<file path="config.mk">
export PLATFORM = sky130hd
export DESIGN_NAME = sysref_sync_ctrl
export DESIGN_NICKNAME = d
export VERILOG_FILES = /design/src/rtl/sysref_sync_ctrl.sv
export SDC_FILE = /design/constraint.sdc
export NUM_CORES = 1
export LEC_CHECK = 0
export ABC_AREA = 1
export BUFFER_PORTS_ARGS = -buffer_cell sky130_fd_sc_hd__buf_4
export CORE_MARGIN = 2
export CORE_UTILIZATION = 45
export CTS_BUF_LIST = sky130_fd_sc_hd__clkbuf_2 sky130_fd_sc_hd__clkbuf_4 sky130_fd_sc_hd__clkbuf_8
export DETAILED_ROUTE_END_ITERATION = 10
export GPL_ROUTABILITY_DRIVEN = 0
export HOLD_SLACK_MARGIN = 0.06
export SETUP_SLACK_MARGIN = 0.5
export SLEW_MARGIN = 10
export SYNTH_ARGS = -nofsm -noshare
export SYNTH_HDL_FRONTEND = slang
export SYNTH_SLANG_ARGS = --single-unit
</file>
<file path="constraint.sdc">
create_clock -name pl_clk -period 3.2 [get_ports pl_clk]
set_input_delay 0.32 -clock pl_clk [delete_from_list [all_inputs] [get_ports pl_clk]]
set_output_delay 0.32 -clock pl_clk [all_outputs]
set_load 0.02 [all_outputs]
</file>
<file path="src/rtl/sysref_sync_ctrl.sv">
// -----------------------------------------------------------------------------
// sysref_sync_ctrl
//
// Sits between the PL SYSREF capture flop and the RF-ADC/DAC multi-tile sync
// logic. After software arms it, it measures the SYSREF period, waits for a
// run of consistent periods, then lets a fixed number of whole SYSREF pulses
// through to the converter sync logic and reports lock. Missing edges and
// period changes are flagged so software can re-arm.
//
// Parameters
//   CNT_W        width of the cycle/period counters
//   STABLE_EDGES consecutive matching periods needed before the gate opens
//   ENABLE_EDGES number of SYSREF pulses passed downstream
//   PERIOD_TOL   allowed +/- deviation of a period, in pl_clk cycles
//   TIMEOUT      maximum cycles without a rising edge while busy
//
// Ports
//   pl_clk       PL clock (the clock that captured sysref_in)
//   pl_rst       synchronous active-high reset
//   sysref_in    captured SYSREF, synchronous to pl_clk
//   arm          single-cycle start request (honoured in IDLE, DONE, FAIL)
//   abort        return to IDLE from any state
//   sysref_gated gated SYSREF to the converter sync logic (1 cycle latency)
//   busy         measuring, verifying or passing pulses
//   locked       the programmed number of pulses has been passed
//   fail         timeout or period change while passing pulses
//   period_meas  last recorded SYSREF period in pl_clk cycles
//   err_cnt      period mismatches since last arm, saturating at 255
// -----------------------------------------------------------------------------
module sysref_sync_ctrl #(
  parameter int CNT_W        = 16,
  parameter int STABLE_EDGES = 4,
  parameter int ENABLE_EDGES = 2,
  parameter int PERIOD_TOL   = 0,
  parameter int TIMEOUT      = 65535
) (
  input  logic             pl_clk,
  input  logic             pl_rst,
  input  logic             sysref_in,
  input  logic             arm,
  input  logic             abort,
  output logic             sysref_gated,
  output logic             busy,
  output logic             locked,
  output logic             fail,
  output logic [CNT_W-1:0] period_meas,
  output logic [7:0]       err_cnt
);

  localparam int MATCH_W = $clog2(STABLE_EDGES + 1);
  localparam int EN_W    = $clog2(ENABLE_EDGES + 1);

  localparam logic [MATCH_W-1:0] MATCH_TARGET = MATCH_W'(STABLE_EDGES);
  localparam logic [EN_W-1:0]    EN_TARGET    = EN_W'(ENABLE_EDGES);
  localparam logic [CNT_W-1:0]   CNT_MAX      = '1;
  localparam logic [CNT_W-1:0]   TIMEOUT_C    = CNT_W'(TIMEOUT);
  localparam logic [CNT_W:0]     TOL_C        = (CNT_W + 1)'(PERIOD_TOL);

  typedef enum logic [2:0] {
    S_IDLE    = 3'd0,
    S_MEASURE = 3'd1,
    S_VERIFY  = 3'd2,
    S_ENABLE  = 3'd3,
    S_DONE    = 3'd4,
    S_FAIL    = 3'd5
  } state_t;

  state_t             r_state;
  state_t             w_stateNext;

  logic               r_sysrefQ;
  logic [CNT_W-1:0]   r_cyc;
  logic               r_haveRef;
  logic [CNT_W-1:0]   r_periodMeas;
  logic [7:0]         r_errCnt;
  logic [MATCH_W-1:0] r_matchCnt;
  logic [EN_W-1:0]    r_enCnt;
  logic               r_gated;

  logic               w_rise;
  logic [CNT_W:0]     w_periodNow;
  logic [CNT_W:0]     w_periodRef;
  logic [CNT_W:0]     w_absDiff;
  logic               w_mismatch;
  logic [CNT_W-1:0]   w_periodSat;
  logic               w_timeout;
  logic [MATCH_W-1:0] w_matchNext;
  logic               w_enAtLimit;

  logic               w_armAccept;
  logic               w_setRef;
  logic               w_loadPeriod;
  logic               w_clrMatch;
  logic               w_incMatch;
  logic               w_clrEn;
  logic               w_incEn;
  logic               w_incErr;
  logic               w_pass;

  // Rising edge of the captured SYSREF and the period it closes. The period
  // is computed one bit wider than the counter so a saturated counter still
  // yields a correct, non-wrapping difference against the recorded period.
  assign w_rise      = sysref_in & ~r_sysrefQ;
  assign w_periodNow = {1'b0, r_cyc} + (CNT_W + 1)'(1);
  assign w_periodRef = {1'b0, r_periodMeas};
  assign w_absDiff   = (w_periodNow >= w_periodRef) ? (w_periodNow - w_periodRef)
                                                    : (w_periodRef - w_periodNow);
  assign w_mismatch  = (w_absDiff > TOL_C);
  assign w_periodSat = w_periodNow[CNT_W] ? CNT_MAX : w_periodNow[CNT_W-1:0];
  assign w_timeout   = (r_cyc >= TIMEOUT_C);
  assign w_matchNext = r_matchCnt + MATCH_W'(1);
  assign w_enAtLimit = (r_enCnt == EN_TARGET);

  // Status flags are a pure decode of the registered state, so at most one
  // of them is ever high.
  assign busy         = (r_state == S_MEASURE) || (r_state == S_VERIFY) ||
                        (r_state == S_ENABLE);
  assign locked       = (r_state == S_DONE);
  assign fail         = (r_state == S_FAIL);
  assign sysref_gated = r_gated;
  assign period_meas  = r_periodMeas;
  assign err_cnt      = r_errCnt;

  // State register.
  always_ff @(posedge pl_clk) begin
    if (pl_rst) begin
      r_state <= S_IDLE;
    end else begin
      r_state <= w_stateNext;
    end
  end

  // Next-state logic and the per-cycle strobes that steer the datapath.
  // abort wins over every other event. A rise takes precedence over a
  // timeout because the timeout is only evaluated on cycles without a rise.
  // In ENABLE the gate decision is made on the rise cycle; the remaining
  // high cycles of that pulse follow whatever was decided for its first
  // cycle (carried in r_gated), so only whole pulses ever reach the
  // converters and the pulse that opened ENABLE stays blocked end to end.
  always_comb begin
    w_stateNext  = r_state;
    w_armAccept  = 1'b0;
    w_setRef     = 1'b0;
    w_loadPeriod = 1'b0;
    w_clrMatch   = 1'b0;
    w_incMatch   = 1'b0;
    w_clrEn      = 1'b0;
    w_incEn      = 1'b0;
    w_incErr     = 1'b0;
    w_pass       = 1'b0;

    if (abort) begin
      w_stateNext = S_IDLE;
    end else begin
      case (r_state)
        S_IDLE, S_DONE, S_FAIL: begin
          if (arm) begin
            w_stateNext = S_MEASURE;
            w_armAccept = 1'b1;
          end
        end

        S_MEASURE: begin
          if (w_rise) begin
            if (!r_haveRef) begin
              w_setRef = 1'b1;
            end else begin
              w_loadPeriod = 1'b1;
              w_clrMatch   = 1'b1;
              w_stateNext  = S_VERIFY;
            end
          end else if (w_timeout) begin
            w_stateNext = S_FAIL;
          end
        end

        S_VERIFY: begin
          if (w_rise) begin
            if (!w_mismatch) begin
              w_incMatch = 1'b1;
              if (w_matchNext == MATCH_TARGET) begin
                w_stateNext = S_ENABLE;
                w_clrEn     = 1'b1;
              end
            end else begin
              w_incErr     = 1'b1;
              w_loadPeriod = 1'b1;
              w_clrMatch   = 1'b1;
            end
          end else if (w_timeout) begin
            w_stateNext = S_FAIL;
          end
        end

        S_ENABLE: begin
          if (w_rise) begin
            if (w_mismatch) begin
              w_incErr    = 1'b1;
              w_stateNext = S_FAIL;
            end else if (w_enAtLimit) begin
              w_stateNext = S_DONE;
            end else begin
              w_incEn = 1'b1;
              w_pass  = 1'b1;
            end
          end else begin
            w_pass = r_gated;
            if (w_timeout) begin
              w_stateNext = S_FAIL;
            end
          end
        end

        default: begin
          w_stateNext = S_IDLE;
        end
      endcase
    end
  end

  // Edge-detect flop and the gated output. The gate is registered, giving a
  // fixed one-cycle latency from sysref_in to sysref_gated.
  always_ff @(posedge pl_clk) begin
    if (pl_rst) begin
      r_sysrefQ <= 1'b0;
      r_gated   <= 1'b0;
    end else begin
      r_sysrefQ <= sysref_in;
      r_gated   <= sysref_in & w_pass;
    end
  end

  // Free-running cycle counter, restarted on every rise and on arm so that
  // before the first rise the timeout is measured from the arm request.
  always_ff @(posedge pl_clk) begin
    if (pl_rst) begin
      r_cyc <= '0;
    end else if (w_rise || w_armAccept) begin
      r_cyc <= '0;
    end else if (r_cyc != CNT_MAX) begin
      r_cyc <= r_cyc + CNT_W'(1);
    end
  end

  // Reference tracking: the first rise after arm only establishes a timing
  // reference; later rises record or compare periods. period_meas and
  // err_cnt survive abort so software can inspect why it gave up.
  always_ff @(posedge pl_clk) begin
    if (pl_rst) begin
      r_haveRef    <= 1'b0;
      r_periodMeas <= '0;
      r_errCnt     <= '0;
    end else begin
      if (w_armAccept) begin
        r_haveRef <= 1'b0;
      end else if (w_setRef) begin
        r_haveRef <= 1'b1;
      end

      if (w_loadPeriod) begin
        r_periodMeas <= w_periodSat;
      end

      if (w_armAccept) begin
        r_errCnt <= '0;
      end else if (w_incErr && (r_errCnt != 8'hFF)) begin
        r_errCnt <= r_errCnt + 8'd1;
      end
    end
  end

  // Run-length of matching periods in VERIFY, and the number of pulses
  // already passed downstream in ENABLE.
  always_ff @(posedge pl_clk) begin
    if (pl_rst) begin
      r_matchCnt <= '0;
      r_enCnt    <= '0;
    end else begin
      if (w_armAccept || w_clrMatch) begin
        r_matchCnt <= '0;
      end else if (w_incMatch) begin
        r_matchCnt <= w_matchNext;
      end

      if (w_armAccept || w_clrEn) begin
        r_enCnt <= '0;
      end else if (w_incEn) begin
        r_enCnt <= r_enCnt + EN_W'(1);
      end
    end
  end

endmodule

</file>
==> reports/summary.log <==
INFO  logic_synthesis synth_cell_types=38
INFO  logic_synthesis synth_edf_count=0
INFO  critical_path  worst_path_dominant_cell_family=simple AND/OR/NAND/NOR gates
INFO  cells_and_area proportion_of_layout_cells_with_a_drive_suffix_above_1=0.319
INFO  clock_tree     ctsLongestPathBuffers=2
INFO  sta            maxSlewViolCount=0
INFO  critical_path  worst_ep_arrival_time=3.76ns
INFO  route          routed_wirelength=14600µm
INFO  global_routing maximum_number_of_pins_on_one_net_before_global_route_repair=33
INFO  cells_and_area fillerInstances=945
INFO  min_path       instance_count_along_the_most_critical_hold_path=2
INFO  cells_and_area syn_to_final_growth=40.7%
INFO  route          num_vias=5545
INFO  critical_path  cp-end-kind=register
INFO  logic_synthesis synth.yosys.seq_area_share=0.211
INFO  critical_path  critical-path-slowest-cell=dfxtp_2
INFO  clock_tree     clock-root-buffer=clkbuf_8
INFO  route          antenna_violating_nets_post_route=0
INFO  global_routing antenna_violations_before_repair=0
INFO  clock_tree     clkLatencyLatePin=0.31ns
INFO  critical_path  cp_num_cells=30
INFO  floorplanning  initial_core_util=0.467
INFO  sta            final.hold.worst_slack=0.199ns
INFO  critical_path  path_common_cell=nand2_2
INFO  sta            finalCritPeriodShare=1.12
INFO  global_routing grt_pass1_wl=24200µm
INFO  sta            setup_viol=33
INFO  placed_design  place_hpwl=11200µm
INFO  logic_synthesis async_reset_ff_frac=0
INFO  sta            final.min_clock_period=3.57ns
INFO  clock_tree     h-tree-depth=2
INFO  global_routing grt_pass1_vias=5438
INFO  floorplanning  floorplan.die_area=11600µm²
INFO  critical_path  timing.critical_path.required=3.39ns
INFO  clock_tree     clock-sinks=51
INFO  critical_path  timing.critical_path.from_type=register
INFO  route          routed_wire_length_per_instance=13.0µm
INFO  sta            achievable_freq=0.280GHz
INFO  logic_synthesis synth_cells=842
INFO  pwr            power=1.62mW
INFO  route          avgViaCountPerCell=4.94
INFO  logic_synthesis synth_nets=884
INFO  cells_and_area number_of_diodes=0
INFO  critical_path  worst-path-max-fanout=6
INFO  pwr            irDropWorstVdd=275µV
INFO  pwr            pwr_density_cell=237nW/µm²
INFO  clock_tree     clkTransAtPathRegs=0.10ns
INFO  critical_path  critPathMaxStageDelay=0.35ns
INFO  status         outcome=finished with violations
INFO  floorplanning  design.portCount=33
INFO  cells_and_area final_net_count=1027
INFO  clock_tree     cts_tree=built
INFO  pwr            static-leakage-power=3.58nW
INFO  floorplanning  chipHeight=108µm
INFO  logic_synthesis post_synth_instance_area=4840µm²
INFO  sta            worst_setup_skew_after_layout=0.00833ns
INFO  clock_tree     cts.hold.buffers_added=0
INFO  logic_synthesis ys.flop_type=dfxtp_1
INFO  floorplanning  dieWidth=108µm
INFO  clock_tree     cts_buffers=5
INFO  sta            timing.slew.headroom=0.678
INFO  logic_synthesis post_synth.cell_area_avg=5.75µm²
INFO  floorplanning  floorplan.core_area=10400µm²
INFO  cells_and_area layout_common_cells=nand2_1 (231), buf_4 (148), inv_1 (124)
INFO  critical_path  criticalPathCategory=register to register
INFO  global_routing grt_remaining_overflow=0
INFO  status         failed_checks=setup timing
INFO  job            maxCapViolations=0
INFO  global_routing grt_util_all_layers=0.260
INFO  sta            finalHoldViolCount=0
INFO  critical_path  cp.buffers_inverters=7
INFO  logic_synthesis synth_warnings=0
INFO  placed_design  buffer_ports.inserted=32
INFO  route          drt_first_iter_violations=237
INFO  route          drt_drc_violations_left=0
INFO  sta            rsz0062_at_grt=yes
INFO  logic_synthesis postSynthRegisterBits=51
INFO  min_path       timing.hold.worst.class=primary input to register
INFO  route          detailedRoute.firstPassIterationCount=5
INFO  sta            worst_pin_slew=0.483ns
INFO  floorplanning  floorplan.rows=37
INFO  cells_and_area most_frequent_standard_cell_in_the_layout_excluding_fill_and_tap_cells=nand2_1
INFO  critical_path  worst_r2r_path_depth=30
INFO  sta            final.setup.worst_slack=-0.370ns
power breakdown:
| group | internal [mW] | leakage [nW] | switching (mW) | total, mW |
|---|---|---|---|---|
| combinational | 0.216 | 3.12 | 0.375 | 0.591 |
| sequential | 0.642 | 0.413 | 0.00943 | 0.651 |
| clock | 0.153 | 0.0402 | 0.222 | 0.375 |
worst paths after layout:
kind                                 from                            to  slack [ns]
setup / recovery    r_cyc[2]$_SDFFE_PP0P_       err_cnt[0]$_SDFFE_PP0P_       -0.37
hold / removal                     pl_rst  period_meas[11]$_SDFFE_PP0P_        0.20
setup reg to reg    r_cyc[2]$_SDFFE_PP0P_       err_cnt[0]$_SDFFE_PP0P_       -0.37
hold reg to reg   r_enCnt[0]$_SDFFE_PP0P_       r_enCnt[0]$_SDFFE_PP0P_        0.48
worst register-to-register path: cells and delay by family, from the launching register on:
| kind | cells | cell delay, ns |
|---|---|---|
| compound gates | 1 | 0.14 |
| xor+xnor | 2 | 0.37 |
| fa+ha+maj | 1 | 0.24 |
| buf+inv | 7 | 0.61 |
| flops | 1 | 0.35 |
| simple gates | 19 | 1.76 |
state kept, by name, summed over array words and instances (netlist names):
name          cells
r_sysrefQ         1
period_meas      16
sysref_gated      1
r_enCnt           2
err_cnt           8
r_cyc            16
r_state           3
r_matchCnt        3
r_haveRef         1
layer usage:
layer  GRT usage  wire length [µm]  share of wire
met1       0.306              6470           0.44
met2       0.469              7160           0.49
met4       0.119               560          0.038
met3      0.0278               439          0.030
met5           0                 0              0
cell families (layout without fill, tap and decap cells):
group           Yosys count  after routing  synth area share
compound gates           75             78            0.0868
buf+inv                 170            311             0.136
xor+xnor                 23             23            0.0416
simple gates            486            486             0.430
fa+ha+maj                37             37            0.0956
flops                    51             51             0.211
synth_stat cells (9+ instances only):
cell type,number,share of area
clkbuf_1,9,0.0070
a21oi_1,48,0.050
nand2_2,11,0.014
o21ai_0,10,0.010
nor2_1,115,0.089
nand4_1,11,0.014
inv_1,136,0.11
nor3_1,11,0.011
inv_2,14,0.011
nand3_1,63,0.065
nand2_1,250,0.19
xor2_1,19,0.034
dfxtp_1,51,0.21
ha_1,37,0.096
timing repair:
item	CTS	global route
pin swaps	38	23
gates resized for setup	86	40
setup endpoints to repair	33	33
setup buffers	15	6
gates cloned	4	0
through the flow:
stage	instance area (µm²)	worst slack, ns	setup TNS [ns]	instances	utilization
finish	6820	-0.370	-10.12	1122	0.657
global route	6820	-0.624	-18.72	1122	0.657
CTS	6630	-0.294	-7.79	1116	0.639
detailed placement	6010	-0.654	-18.68	1089	0.579
global placement	6010	-0.612	-18.01	1089	0.579
floorplan	4970	-0.0161	-0.101	842	-
layout make-up:
| type | instances | area [µm²] | area share |
|---|---|---|---|
| timing repair buffer | 151 | 1140 | 0.167 |
| sequential | 51 | 1030 | 0.151 |
| tap | 136 | 170 | 0.0250 |
| clock buffer | 5 | 68.8 | 0.0101 |
| multi-input combinational | 624 | 3810 | 0.559 |
| inverter | 152 | 581 | 0.0852 |
| clock inverter | 3 | 20.0 | 0.00294 |
Note: power is estimated with default switching activity, not from simulation.
